File: src/rtl/acc_window_seq.sv
// acc_window_seq
//   Upstream sequencer for the window accumulator. Splits a valid/ready sample
//   stream into windows of a programmable length. For each window it issues
//   one clear cycle, then one enable cycle per accepted sample, then pulses
//   win_done_o in the cycle the accumulator result holds the window sum.
//
// Ports
//   clk         clock, rising edge
//   rst_ni      asynchronous active-low reset
//   run_i       level; windows run back-to-back while high
//   cfg_len_i   samples per window (0 treated as 1), latched at window start
//   s_valid_i   upstream sample valid
//   s_ready_o   sequencer ready for a sample
//   s_data_i    signed upstream sample
//   en_o        accumulator enable
//   clear_o     accumulator clear
//   data_o      signed accumulator data, holds its last value between samples
//   win_done_o  one-cycle pulse: accumulator result is the completed window sum
//   busy_o      high whenever the sequencer is not idle
//
// state | meaning
// ------+--------------------------------------------------------------
// IDLE  | waiting for run_i; window length latched on exit
// CLEAR | clear_o high for one cycle, sample counter zeroed
// ACCUM | ready for samples; each handshake gives en_o next cycle
// DRAIN | last en_o high, no longer ready
// DONE  | win_done_o high; restart with fresh CLEAR if run_i still high
module acc_window_seq #(
    parameter int DIN_WIDTH = 32,
    parameter int LEN_WIDTH = 16
) (
    input  logic                        clk,
    input  logic                        rst_ni,
    input  logic                        run_i,
    input  logic [LEN_WIDTH-1:0]        cfg_len_i,
    input  logic                        s_valid_i,
    output logic                        s_ready_o,
    input  logic signed [DIN_WIDTH-1:0] s_data_i,
    output logic                        en_o,
    output logic                        clear_o,
    output logic signed [DIN_WIDTH-1:0] data_o,
    output logic                        win_done_o,
    output logic                        busy_o
);

    typedef enum logic [2:0] {
        IDLE  = 3'd0,
        CLEAR = 3'd1,
        ACCUM = 3'd2,
        DRAIN = 3'd3,
        DONE  = 3'd4
    } state_t;

    state_t               state;
    logic [LEN_WIDTH-1:0] cnt;
    logic [LEN_WIDTH-1:0] len_q;
    logic [LEN_WIDTH-1:0] len_eff;
    logic                 hs;

    // s_ready_o is a register that is high exactly while in ACCUM, so the
    // handshake never depends combinationally on an output.
    assign hs      = s_valid_i & s_ready_o;
    assign len_eff = (cfg_len_i == '0) ? LEN_WIDTH'(1) : cfg_len_i;

    always_ff @(posedge clk or negedge rst_ni) begin
        if (!rst_ni) begin
            state      <= IDLE;
            cnt        <= '0;
            len_q      <= '0;
            s_ready_o  <= 1'b0;
            en_o       <= 1'b0;
            clear_o    <= 1'b0;
            data_o     <= '0;
            win_done_o <= 1'b0;
            busy_o     <= 1'b0;
        end else begin
            en_o       <= 1'b0;
            clear_o    <= 1'b0;
            win_done_o <= 1'b0;
            s_ready_o  <= 1'b0;
            busy_o     <= 1'b1;
            case (state)
                IDLE: begin
                    if (run_i) begin
                        len_q   <= len_eff;
                        clear_o <= 1'b1;
                        state   <= CLEAR;
                    end else begin
                        busy_o <= 1'b0;
                    end
                end
                CLEAR: begin
                    cnt       <= '0;
                    s_ready_o <= 1'b1;
                    state     <= ACCUM;
                end
                ACCUM: begin
                    s_ready_o <= 1'b1;
                    if (hs) begin
                        en_o   <= 1'b1;
                        data_o <= s_data_i;
                        cnt    <= cnt + LEN_WIDTH'(1);
                        // terminal compare leaves ACCUM, so cnt never wraps
                        if (cnt == len_q - LEN_WIDTH'(1)) begin
                            s_ready_o <= 1'b0;
                            state     <= DRAIN;
                        end
                    end
                end
                DRAIN: begin
                    win_done_o <= 1'b1;
                    state      <= DONE;
                end
                DONE: begin
                    if (run_i) begin
                        len_q   <= len_eff;
                        clear_o <= 1'b1;
                        state   <= CLEAR;
                    end else begin
                        busy_o <= 1'b0;
                        state  <= IDLE;
                    end
                end
                default: begin
                    busy_o <= 1'b0;
                    state  <= IDLE;
                end
            endcase
        end
    end

endmodule

File: config.mk
export PLATFORM = sky130hd
export DESIGN_NAME = acc_window_seq
export DESIGN_NICKNAME = d
export VERILOG_FILES = /design/src/rtl/acc_window_seq.sv
export SDC_FILE = /design/constraint.sdc
export NUM_CORES = 1
export LEC_CHECK = 0
export ABC_AREA = 1
export BUFFER_PORTS_ARGS = -buffer_cell sky130_fd_sc_hd__buf_2
export CAP_MARGIN = 20
export CORE_ASPECT_RATIO = 1.4
export CORE_MARGIN = 10
export CORE_UTILIZATION = 35
export CTS_BUF_LIST = sky130_fd_sc_hd__clkbuf_4
export CTS_CLUSTER_SIZE = 10
export DETAILED_ROUTE_END_ITERATION = 12
export PLACE_DENSITY_LB_ADDON = 0.08
export SYNTH_ARGS = -nofsm -noshare
export SYNTH_HDL_FRONTEND = slang
export SYNTH_SLANG_ARGS = --single-unit
export TNS_END_PERCENT = 100
File: constraint.sdc
create_clock -name clk -period 1.7 [get_ports clk]
set_clock_uncertainty 0.1 [all_clocks]
set_input_delay 0.17 -clock clk [delete_from_list [all_inputs] [get_ports clk]]
set_output_delay 0.17 -clock clk [all_outputs]
set_load 0.01 [all_outputs]
# After elaboration in Yosys (flattened, before gate mapping)
# Index checks and enable logic that the tools add are counted.
# totals
mem_bits_rw	0
word_cells	46
regBits	72
input_bits	52
mem_count	0
latchBits	0
out_inout_bits	37
rom_bits	0
# op_classes
add_sub_neg	2
mux	17
shifts	0
bitwise_logic	1
eq_ne	8
n_reduce_logical	9
n_div	0
magnitude_cmp	0
n_mul	0
# op_table
cell	n
16-bit 2-to-1 mux	2
16-bit one-hot mux with 2 select lines	1
16-bit by 1-bit adder with 16-bit output (second input constant)	1
16-bit == test	1
16-bit logical NOT	1
16-bit by 1-bit subtractor with 16-bit output (second input constant)	1
3-bit one-hot mux with 5 select lines	1
3-bit 2-to-1 mux	3
1-bit 2-to-1 mux	8
3-bit by 2-bit == test with 1-bit output (second input constant)	2
2-bit != test (second input constant)	3
2-bit AND reduction	3
1-bit one-hot mux with 2 select lines	2
3-bit by 1-bit == test with 1-bit output (second input constant)	1
3-bit == test (second input constant)	1
3-bit logical NOT	1
3-bit AND reduction	1
3-bit OR reduction	1
2-bit nonzero test	1
2-bit OR reduction	1
1-bit bitwise AND	1

# Depth between registers and ports, before layout
# Gate-level depths: netlist of the first run.
# depth
word_depth	5
mapped_depth	15
ltp_nobuf	15

# Least setup slack after synthesis of the first run
# Ideal clock, no wire load.
# synth_timing
path_type	register to register
startpoint	register len_q[0]
endpoint	register state[0]
setup_ns	0.071
path_stages_with_launch	15
arrival_ns	1.592
path_buffers	0
slack_ns	-0.064
t_required_ns	1.529
period_less_slack_ns	1.764
cell_sequence	dfrtp_1 inv_1 ha_1 or2_2 nand2_1 nand2_1 nand2_1 nand2_1 nor2_1 nand3_1 nor2_1 nand2_1 nand2_1 nand2_1 nor2_1
# synth_via
elab_chain_cells	4
# synth_lines
element	line	source
start, declared	56	logic [LEN_WIDTH-1:0] len_q;
start signal, assigned	85	len_q <= len_eff;
start signal, assigned	116	len_q <= len_eff;
16-bit by 1-bit subtractor with 16-bit output	104	if (cnt == len_q - LEN_WIDTH'(1)) begin
16-bit == test	104	
2-bit != test (no line)	n/a	
3-bit AND reduction (no line)	n/a	
end signal, assigned	106	state <= DRAIN;
end signal, assigned	112	state <= DONE;
end signal, assigned	118	state <= CLEAR;
end, declared	54	state_t state;
# Every way passes these cells.
# A chain may end at the register's enable or synchronous reset.

# Worst setup path after layout of the first run
# Ends and elaborated chain as after synthesis.

==> results of run 1 <==
-- registers in the layout, summed over array words and instances (netlist names) --
signal and cells:
cnt 16, en_o 1, win_done_o 1, len_q 16, busy_o 1, clear_o 1, data_o 32, s_ready_o 1
state 3
-- placed cells by master (no fill, tap or decap), types with 15 or more instances in the layout --
| master | n |
|---|---|
| nand3_1 | 15 |
| o21ai_0 | 15 |
| inv_1 | 38 |
| dfrtp_1 | 69 |
| nor2_1 | 36 |
| buf_4 | 51 |
| dlygate4sd3_1 | 50 |
| buf_2 | 87 |
| nand2_1 | 179 |
| nand2_2 | 23 |
-- report_power, final --
group | internal [mW] | leakage [nW] | switching [mW] | total (mW)
combinational | 1.84 | 2.02 | 2.20 | 4.05
clock | 0.610 | 0.0871 | 0.701 | 1.31
sequential | 2.39 | 0.919 | 0.521 | 2.91
-- logic make-up (layout without fill, tap and decap cells) --
logic type	count (synthesis)	after routing
DFF	72	72
and+or+nand+nor	312	312
other	0	1
xor gates and xnor gates	14	14
buffers and inverters	57	259
adders and majority gates	2	2
AOI/OAI and AO/OA	33	33
-- path summary, 6_finish.rpt --
path,startpoint,to,slack (ns),cells after the start
min in group clk,s_valid_i,cnt[14],0.25,7
worst min-delay path,rst_ni,data_o[29],0.07,2
worst max register to register,len_q[0],state[0],-0.06,13
max in group asynchronous,rst_ni,cnt[9],0.93,3
worst min register to register,data_o[21],data_o[21],0.39,2
worst max-delay path,len_q[0],state[0],-0.06,13
-- final cells by class --
type | instances | share of cell area (%)
Multi-Input combinational cell | 361 | 33.0
Antenna cell | 1 | 0.0435
Tap cell | 138 | 3.00
Inverter | 44 | 2.98
Sequential cell | 72 | 31.4
Timing Repair Buffer | 199 | 26.6
Clock inverter | 7 | 1.78
Clock buffer | 9 | 1.18
-- per-layer routing --
metal	share of wire, %	GRT usage [%]	up-vias
li1	-	-	1917
met1	40	16.9	1760
met2	54	26.2	74
met3	4.3	3.38	14
met4	1.8	6.93	0
met5	0	0	-
-- worst reg2reg max path, stage by stage, from the launching register on --
cell and delay, ns:
dfrtp_1 0.41, inv_2 0.10, ha_4 0.21, or2_2 0.28
nand3_2 0.07, nor2_2 0.04, nand2_1 0.07, nor2_1 0.04
nand3_1 0.07, nor2_1 0.04, nand2_1 0.08, nand2_1 0.07
nand2_1 0.06, nor2_1 0.03
-- repair_timing --
| action | CTS | global route |
|---|---|---|
| endpoints found under the hold margin | 122 | 0 |
| pin swaps | 8 | 22 |
| gates resized for setup | 12 | 73 |
| cloned | 0 | 5 |
| buffers inserted | 4 | 12 |
| hold buffers | 50 | 0 |
| setup endpoints to repair | 3 | 40 |
==> Flow_metrics.wiki, run 1 <==
{| class="wikitable"
! Metric !! Value
|-
| Result of the run || finished with violations
|-
| Violated checks || setup timing
|-
| Synthesized netlist cell count || 490
|-
| Wire length of the first global-routing pass || 18.3 mm
|-
| Nets in the synthesized netlist || 544
|-
| Basic-gate share of the synthesized area counting and, or, nand and nor cells || 35.9%
|-
| Std cell rows || 44
|-
| Tightest hold margin || 0.0675 ns
|-
| Initial standard-cell utilization of the core || 35.5%
|-
| Layout net count || 741
|-
| Antenna violations before repair || 1
|-
| Global router's overall resource usage || 15.0%
|-
| Largest fanout on the critical path || 3
|-
| Post-placement cell count || 743
|-
| Detailed-placement wirelength estimate || 8.02 mm
|-
| Most frequent cell on the critical path || nand2_1
|-
| Minimum setup slack in the final design || -0.0602 ns
|-
| Leading post-synthesis cells by instance count || nand2_1 (214), dfrtp_1 (72), nor2_1 (44)
|-
| Floorplan Core Area || 0.0103 mm^2
|-
| Worst path buffer plus inverter count || 1
|-
| CTS clk-pin slew, worst paths || 0.13 ns
|-
| Synth async-reset ratio || 100%
|-
| Post-synth top flop || dfrtp_1
|-
| Post-layout minimum cycle time || 1.76 ns
|-
| Top-level I/O count || 89
|-
| Unrepaired setup endpoints after global routing || true
|-
| Share of the clock period used by the worst path after layout || 104%
|-
| Library cell with the largest summed area after synthesis || dfrtp_1
|-
| CTS Root Buffer Type || clkbuf_4
|-
| Die extent in y || 141 um
|-
| Synth Area in Compound Gates || 4.76%
|-
| Cell class contributing the biggest share of worst-path delay || simple AND/OR/NAND/NOR gates
|-
| Classification of the worst setup path || reg2reg
|-
| CP max stage cell || dfrtp_1
|-
| Vias per cell || 4.53
|-
| Register bit count reported by yosys || 72
|-
| Maximum buffer depth of the clock tree || 2
|-
| Largest family of logic cells by synthesized area || simple AND/OR/NAND/NOR gates
|-
| CTS tree || yes
|-
| Stage delay of the slowest cell on the critical path || 0.41 ns
|-
| Total grt overflow || 0
|-
| Average footprint of a synthesized cell || 7.46 um^2
|-
| VDD IR max || 0.000713 V
|-
| Clock latency at the later pin of the worst-skew pair || 0.44 ns
|-
| Total CTS buffers || 9
|-
| Tightest Hold Check Type || in2async
|-
| Synth area leaders || dfrtp_1 (49%), nand2_1 (22%), nor2_1 (4.5%)
|-
| List of cells traversed by the critical path || inv_2 > ha_4 > or2_2 > nand3_2 > nor2_2 > nand2_1 > nor2_1 > nand3_1 > nor2_1 > nand2_1 > nand2_1 > nand2_1 > nor2_1
|-
| Endpoint class of the critical path || register
|-
| Die boundary width || 106 um
|-
| Flip-flop and latch area || 0.00181 mm^2
|-
| Area growth from synthesis to layout || 57.3%
|-
| Pwr/cell area || 1440 mW/mm^2
|-
| Fraction of layout cells with a size suffix above 1 || 34.7%
|-
| Xor/xnor share of the synthesized area || 3.36%
|-
| Number of distinct standard cells referenced by the synthesized netlist || 31
|-
| Post-route insts no fill || 831
|-
| Final Wtd Congestion || 0.922
|-
| Antenna Nets Post-Route || 0
|-
| Actual transition at the worst max-transition pin || 0.509 ns
|-
| Count of flip-flops with a built-in enable after synthesis || 0
|-
| Share of the synthesized area in the top cell type || 49.3%
|-
| Register area share after synthesis || 49.3%
|-
| Floorplan die area || 0.0150 mm^2
|-
| Summed instance area of the synthesized netlist || 0.00365 mm^2
|-
| Final-layout fill cell count || 961
|-
| Vias || 3,765
|-
| Number of max-capacitance violations reported || 0
|-
| Synthesis warning total || 0
|-
| Critical Path Start Type || register
|-
| Leakage power figure || 3.03 nW
|-
| Area used by multi-input combinational logic || 0.00190 mm^2
|-
| H-tree level count || 3
|-
| Final Total Pwr || 8.26 mW
|-
| Number of DRC violations after detailed-routing iteration 0 || 111
|-
| Setup Total Neg Slack || -0.134 ns
|-
| Cell area reported after detailed placement || 0.00456 mm^2
|-
| Count of final hold-check violations || 0
|-
| Wire length per cell || 14.2 um
|-
| Router iterations before antenna repair || 4
|-
| Top-count cell post-synth || nand2_1
|-
| Data arrival time of the worst path || 2.01 ns
|-
| DRT Wirelength || 11.8 mm
|-
| F_max || 568 MHz
|-
| Final setup violation count || 9
|-
| Final instance area || 0.00575 mm^2
|-
| Setup slack at placement || -0.149 ns
|-
| DRC violation count after routing || 0
|-
| Max-slew violation total from the final report || 0
|-
| Layout Utilization || 55.8%
|-
| Worst relative slew slack || 65.8%
|-
| Clock Sinks || 72
|-
| Quantity of I/O buffers inserted on ports || 88
|-
| Largest net degree at the start of global routing || 35
|-
| Worst endpoint required time || 1.95 ns
|-
| Proportion of synthesized area in mux cells || 0%
|-
| Area share of fa/ha/maj cells after synthesis || 0.685%
|-
| Number of global-route vias before repair || 3,875
|}
Note: power is estimated with default switching activity, not from simulation.
==> inputs of run 2 (changes only) <==
--- a/config.mk
+++ b/config.mk
@@ -14,6 +14,7 @@
 export CTS_BUF_LIST = sky130_fd_sc_hd__clkbuf_4
 export CTS_CLUSTER_SIZE = 10
 export DETAILED_ROUTE_END_ITERATION = 12
+export MAX_ROUTING_LAYER = met4
 export PLACE_DENSITY_LB_ADDON = 0.08
 export SYNTH_ARGS = -nofsm -noshare
 export SYNTH_HDL_FRONTEND = slang
==> run 2 against run 1 <==
The flow still finishes with violations (setup timing). Critical path depth stayed put. Wire length is 0.14% lower. Total power is 0.12% lower. Highest routed layer unchanged. First-iteration DRC count is 9.0% higher. Non-clock buffer count stayed put. Final cell count stayed put.
==> Flow_metrics.wiki, run 2 (synthesis results as in run 1) <==
{| class="wikitable"
! Metric !! Value
|-
| Result of the run || finished with violations
|-
| Violated checks || setup timing
|-
| Initial standard-cell utilization of the core || 35.5%
|-
| DRT Wirelength || 11.8 mm
|-
| Floorplan Core Area || 0.0103 mm^2
|-
| Share of the clock period used by the worst path after layout || 104%
|-
| Max-slew violation total from the final report || 0
|-
| Total CTS buffers || 9
|-
| Area used by multi-input combinational logic || 0.00190 mm^2
|-
| Maximum buffer depth of the clock tree || 2
|-
| Count of final hold-check violations || 0
|-
| Max Used Layer || met4
|-
| Antenna Nets Post-Route || 0
|-
| Met3 Routed Length || 338 um
|-
| Minimum setup slack in the final design || -0.0600 ns
|-
| CTS tree || yes
|-
| Flip-flop and latch area || 0.00181 mm^2
|-
| Wire length per cell || 14.1 um
|-
| Top-level I/O count || 89
|-
| Post-layout minimum cycle time || 1.76 ns
|-
| Worst r2r src || len_q[0]
|-
| Unrepaired setup endpoints after global routing || true
|-
| Setup Total Neg Slack || -0.135 ns
|-
| Commonest cells after routing, fill and taps aside || nand2_1 (179), buf_2 (87), dfrtp_1 (69), buf_4 (51), dlygate4sd3_1 (50)
|-
| CTS Root Buffer Type || clkbuf_4
|-
| Std cell rows || 44
|-
| Final setup violation count || 11
|-
| Tightest Hold Check Type || in2async
|-
| Flop-to-flop setup slack || -0.06 ns
|-
| Number of max-capacitance violations reported || 0
|-
| DRC violation count after routing || 0
|-
| Global router's overall resource usage || 15.4%
|-
| Post-route insts no fill || 831
|-
| Area growth from synthesis to layout || 57.3%
|-
| Vias per cell || 4.53
|-
| Worst endpoint required time || 1.94 ns
|-
| Largest fanout on the critical path || 3
|-
| Final Total Pwr || 8.26 mW
|-
| Largest register by flop count || data_o
|-
| Detailed-placement wirelength estimate || 8.02 mm
|-
| Clock Sinks || 72
|-
| Final-layout fill cell count || 961
|-
| Layout net count || 741
|-
| Fraction of layout cells with a size suffix above 1 || 34.7%
|-
| Total grt overflow || 0
|-
| Most common cell after layout, fill and taps aside || nand2_1
|-
| Number of global-route vias before repair || 3,881
|-
| Pwr/cell area || 1440 mW/mm^2
|-
| End point of the critical path || state[0]
|-
| Router iterations before antenna repair || 4
|-
| Actual transition at the worst max-transition pin || 0.509 ns
|-
| Floorplan die area || 0.0150 mm^2
|-
| Data arrival time of the worst path || 2.00 ns
|-
| Met2 Routed Length || 6.40 mm
|-
| CTS clk-pin slew, worst paths || 0.13 ns
|-
| Number of DRC violations after detailed-routing iteration 0 || 121
|-
| Critical Path Start Type || register
|-
| Crit. Startpoint || len_q[0]
|-
| Final Wtd Congestion || 0.938
|-
| Worst relative slew slack || 65.8%
|-
| Die extent in y || 141 um
|-
| Quantity of I/O buffers inserted on ports || 88
|-
| Largest registers ranked by flip-flop count || data_o: 32 flops, cnt: 16 flops, len_q: 16 flops
|-
| Met1 wire length || 4.85 mm
|-
| Wire length of the first global-routing pass || 18.3 mm
|-
| Die boundary width || 106 um
|-
| Post-placement cell count || 743
|-
| Max FFs per register || 32
|-
| Tightest hold margin || 0.0806 ns
|-
| Clock latency at the later pin of the worst-skew pair || 0.43 ns
|-
| VDD IR max || 0.000712 V
|-
| Classification of the worst setup path || reg2reg
|-
| F_max || 568 MHz
|-
| Antenna violations before repair || 1
|-
| Largest net degree at the start of global routing || 35
|-
| Vias || 3,766
|-
| Capture point of the worst reg-to-reg path || state[0]
|-
| Endpoint class of the critical path || register
|-
| H-tree level count || 3
|-
| Path depth of the worst reg2reg path || 13
|-
| Leakage power figure || 3.03 nW
|}
[run 2: cell counts in the layout (fill, tap and decap cells not counted)]
No cell type changed its count.
[run 2: what timing repair did]
item                       in CTS  in global routing
setup endpoints to repair       3                 40
cloned                          0                  5
hold buffers                   50                  0
gates resized for setup        12                 73
buffers inserted                4                 12
pin swaps                       8                 22
hold endpoints to repair      122                  0
[run 2: metal layers]
metal  vias up  GRT usage (%)
met5         -              -
li1       1919              -
met2        72           26.2
met4         0           6.93
met1      1763           17.5
met3        12           2.33
[run 2: final cells by class]
type / count / area share, %
Sequential cell: 72 / 31.4
Clock inverter: 7 / 1.78
Inverter: 44 / 2.98
Clock buffer: 9 / 1.18
Timing Repair Buffer: 199 / 26.6
Tap cell: 138 / 3.00
Antenna cell: 1 / 0.0435
Multi-Input combinational cell: 361 / 33.0
[run 2: critical path: stages, from the launching register on]
cell and delay (ns):
dfrtp_1 0.41, inv_2 0.10, ha_4 0.21, or2_2 0.28
nand3_2 0.07, nor2_2 0.04, nand2_1 0.07, nor2_1 0.04
nand3_1 0.07, nor2_1 0.04, nand2_1 0.08, nand2_1 0.07
nand2_1 0.06, nor2_1 0.03
[run 2: where the power goes]
part | internal [mW] | total (mW) | switching (mW)
clock network | 0.611 | 1.30 | 0.691
logic | 1.84 | 4.05 | 2.20
registers | 2.39 | 2.91 | 0.521
[run 2: how the worst min path moves through the flow]
stage,slack [ns],from,cells past startpoint,endpoint
final,0.08,rst_ni,2,data_o[29]
after global routing,0.07,rst_ni,2,data_o[29]
after CTS,0.05,rst_ni,2,data_o[8]
after detailed placement,0.01,rst_ni,1,data_o[29]
after global placement,0.01,rst_ni,1,data_o[29]
after floorplan,-0.23,rst_ni,0,busy_o
[run 2: through the flow]
stage	util (%)	instance area, um^2	setup WS (ns)
global placement	44.3	4560	-0.0790
floorplan	-	3670	0.0104
CTS	51.4	5300	-0.0984
finish	55.8	5750	-0.0600
global route	55.8	5750	-0.245
detailed placement	44.3	4560	-0.149
==> inputs of run 3 (changes only) <==
--- a/config.mk
+++ b/config.mk
@@ -5,7 +5,6 @@
 export SDC_FILE = /design/constraint.sdc
 export NUM_CORES = 1
 export LEC_CHECK = 0
-export ABC_AREA = 1
 export BUFFER_PORTS_ARGS = -buffer_cell sky130_fd_sc_hd__buf_2
 export CAP_MARGIN = 20
 export CORE_ASPECT_RATIO = 1.4
==> run 3 against run 2 <==
The flow still finishes with violations (setup timing). First-iteration DRC count decreased by 46%. Worst hold slack improved by 0.12 ns. Sequential power decreased by 6%. Largest cell class is now sequential cells. Critical endpoint is now s_ready_o. Final cell count decreased by 26%. Utilization increased by 0.10 points. Global-route usage decreased by 0.99 points. Wire length decreased by 15%. Critical path depth decreased by 7.
==> Flow_metrics.wiki, run 3 <==
{| class="wikitable"
! Metric !! Value
|-
| Synth area leaders || dfrtp_1 (53%), mux2_1 (15%), xor2_1 (4.4%)
|-
| Flip-flop and latch area || 0.00180 mm^2
|-
| Detailed-placement wirelength estimate || 6.65 mm
|-
| Vias || 2,922
|-
| Share of the synthesized area in the top cell type || 52.9%
|-
| Number of global-route vias before repair || 3,181
|-
| List of cells traversed by the critical path || or4_4 > or4b_4 > nor4_2 > a211oi_1 > a2111oi_2 > a21boi_1
|-
| F_max || 399 MHz
|-
| Largest fanout on the critical path || 3
|-
| Register bit count reported by yosys || 72
|-
| Post-route insts no fill || 617
|-
| Minimum setup slack in the final design || -0.809 ns
|-
| Clock Sinks || 72
|-
| Total grt overflow || 0
|-
| DRC violation count after routing || 0
|-
| Area growth from synthesis to layout || 56.2%
|-
| Largest net degree at the start of global routing || 73
|-
| Top-count cell post-synth || dfrtp_1
|-
| CTS clk-pin slew, worst paths || 0.14 ns
|-
| Cell area reported after detailed placement || 0.00444 mm^2
|-
| Most common cell after layout, fill and taps aside || buf_2
|-
| Die boundary width || 103 um
|-
| Unrepaired setup endpoints after global routing || true
|-
| Max FFs per register || 32
|-
| CTS tree || yes
|-
| Data arrival time of the worst path || 2.70 ns
|-
| Count of flip-flops with a built-in enable after synthesis || 0
|-
| Final Wtd Congestion || 0.782
|-
| Floorplan die area || 0.0141 mm^2
|-
| Layout net count || 535
|-
| Nets in the synthesized netlist || 338
|-
| Final Total Pwr || 7.38 mW
|-
| Setup slack at placement || -0.800 ns
|-
| Top-level I/O count || 89
|-
| Violated checks || setup timing
|-
| Floorplan Core Area || 0.00951 mm^2
|-
| Wire length of the first global-routing pass || 15.5 mm
|-
| Stage delay of the slowest cell on the critical path || 0.56 ns
|-
| Total CTS buffers || 9
|-
| Classification of the worst setup path || reg2reg
|-
| H-tree level count || 3
|-
| Commonest cells after routing, fill and taps aside || buf_2 (88), dfrtp_1 (72), dlygate4sd3_1 (50), buf_4 (50), mux2_1 (32)
|-
| Summed instance area of the synthesized netlist || 0.00341 mm^2
|-
| Antenna Nets Post-Route || 0
|-
| Tightest Hold Check Type || in2async
|-
| Count of final hold-check violations || 0
|-
| Initial standard-cell utilization of the core || 35.8%
|-
| Number of distinct standard cells referenced by the synthesized netlist || 46
|-
| Number of DRC violations after detailed-routing iteration 0 || 65
|-
| Largest register by flop count || data_o
|-
| Post-placement cell count || 543
|-
| VDD IR max || 0.000701 V
|-
| Worst relative slew slack || 70.5%
|-
| Router iterations before antenna repair || 5
|-
| Synth async-reset ratio || 100%
|-
| Largest registers ranked by flip-flop count || data_o: 32 flops, cnt: 16 flops, len_q: 16 flops
|-
| Fraction of layout cells with a size suffix above 1 || 41.6%
|-
| DRT Wirelength || 9.95 mm
|-
| Setup Total Neg Slack || -2.09 ns
|-
| Clock latency at the later pin of the worst-skew pair || 0.43 ns
|-
| Critical Path Start Type || register
|-
| Worst path buffer plus inverter count || 0
|-
| Area used by multi-input combinational logic || 0.00171 mm^2
|-
| Std cell rows || 42
|-
| Vias per cell || 4.74
|-
| Antenna fix cells || 0
|-
| Global router's overall resource usage || 14.4%
|-
| Worst endpoint required time || 1.89 ns
|-
| Die extent in y || 137 um
|-
| Synthesis warning total || 0
|-
| Antenna violations before repair || 0
|-
| Final setup violation count || 12
|-
| Leakage power figure || 2.45 nW
|-
| Library cell with the largest summed area after synthesis || dfrtp_1
|-
| Leading post-synthesis cells by instance count || dfrtp_1 (72), mux2_1 (46), nor2_1 (21)
|-
| Final-layout fill cell count || 798
|-
| Result of the run || finished with violations
|-
| Synthesized netlist cell count || 284
|-
| Actual transition at the worst max-transition pin || 0.438 ns
|-
| Quantity of I/O buffers inserted on ports || 88
|-
| Final instance area || 0.00532 mm^2
|-
| Layout Utilization || 55.9%
|-
| Post-layout minimum cycle time || 2.51 ns
|-
| Post-synth top flop || dfrtp_1
|-
| Maximum buffer depth of the clock tree || 2
|-
| CP max stage cell || or4b_4
|-
| Register area share after synthesis || 52.9%
|-
| Pwr/cell area || 1390 mW/mm^2
|-
| Max-slew violation total from the final report || 0
|-
| Wire length per cell || 16.1 um
|-
| Tightest hold margin || 0.197 ns
|-
| Average footprint of a synthesized cell || 12.0 um^2
|-
| Endpoint class of the critical path || register
|-
| Cell class contributing the biggest share of worst-path delay || simple AND/OR/NAND/NOR gates
|-
| CTS Root Buffer Type || clkbuf_4
|-
| Number of max-capacitance violations reported || 0
|-
| Share of the clock period used by the worst path after layout || 148%
|}
==> run 3: changes by cell type after synthesis, sizes merged, moves of 4 or more <==
cell / before / now
a21oi: 12 / 7
and3: 0 / 8
inv: 44 / 3
mux2: 0 / 46
nand2: 216 / 6
nand2b: 0 / 4
nand3: 21 / 12
nor2: 50 / 21
nor4: 4 / 10
o21ai: 17 / 6
xnor2: 7 / 14
xor2: 7 / 17
==> run 3: cells by family (layout without fill, tap and decap cells) <==
| family | count (synthesis) | in the layout | synth area share, % |
|---|---|---|---|
| multiplexers | 47 | 47 | 15.5 |
| adder cells (fa/ha/maj) | 2 | 2 | 0.734 |
| XOR/XNOR | 31 | 31 | 7.97 |
| buffers and inverters | 14 | 215 | 2.02 |
| AO/OA/AOI/OAI | 31 | 31 | 6.43 |
| AND/OR/NAND/NOR | 87 | 87 | 14.5 |
| flip-flops | 72 | 72 | 52.9 |
==> run 3: metal layers <==
| metal | vias to the layer above | global-route usage (%) | part of all wire, % | wire length [um] |
|---|---|---|---|---|
| li1 | 1425 | - | - | - |
| met5 | - | - | 0 | 0 |
| met1 | 1419 | 15.5 | 39 | 3870 |
| met3 | 11 | 3.33 | 6.1 | 611 |
| met2 | 67 | 25.2 | 54 | 5320 |
| met4 | 0 | 5.19 | 1.4 | 144 |
==> run 3: layout make-up <==
class	count	share of cell area [%]
multi-input combinational	198	32.2
clock buffer	9	1.27
clock inverter	6	1.15
tap	132	3.10
timing repair buffer	197	28.2
sequential	72	33.9
inverter	3	0.212
==> run 3: path summary, 6_finish.rpt <==
check / start / cells past startpoint / endpoint / slack, ns
setup / recovery: len_q[10] / 6 / s_ready_o / -0.81
hold / removal: rst_ni / 3 / data_o[0] / 0.20
setup reg to reg: len_q[10] / 6 / s_ready_o / -0.81
hold reg to reg: data_o[20] / 1 / data_o[20] / 0.39
max in group asynchronous: rst_ni / 3 / len_q[0] / 1.00
min in group clk: s_valid_i / 3 / en_o / 0.23
==> run 3: power breakdown <==
group	total, mW	internal (mW)	switching (mW)
clock network	1.06	0.435	0.627
logic	3.58	1.95	1.63
registers	2.74	2.36	0.380
total	7.38	4.74	2.64
==> run 3: what timing repair did <==
| item | in CTS | in global routing |
|---|---|---|
| resized for setup | 14 | 15 |
| pin swaps | 11 | 2 |
| endpoints found under the setup margin | 43 | 29 |
| endpoints found under the hold margin | 121 | 0 |
| buffers inserted | 3 | 2 |
| gates cloned | 1 | 3 |
| hold buffers | 50 | 0 |
==> run 3: worst reg2reg max path: stages (launching register included) <==
cell and delay [ns]:
dfrtp_1 0.41, or4_4 0.54, or4b_4 0.56, nor4_2 0.26, a211oi_1 0.08, a2111oi_2 0.30, a21boi_1 0.12
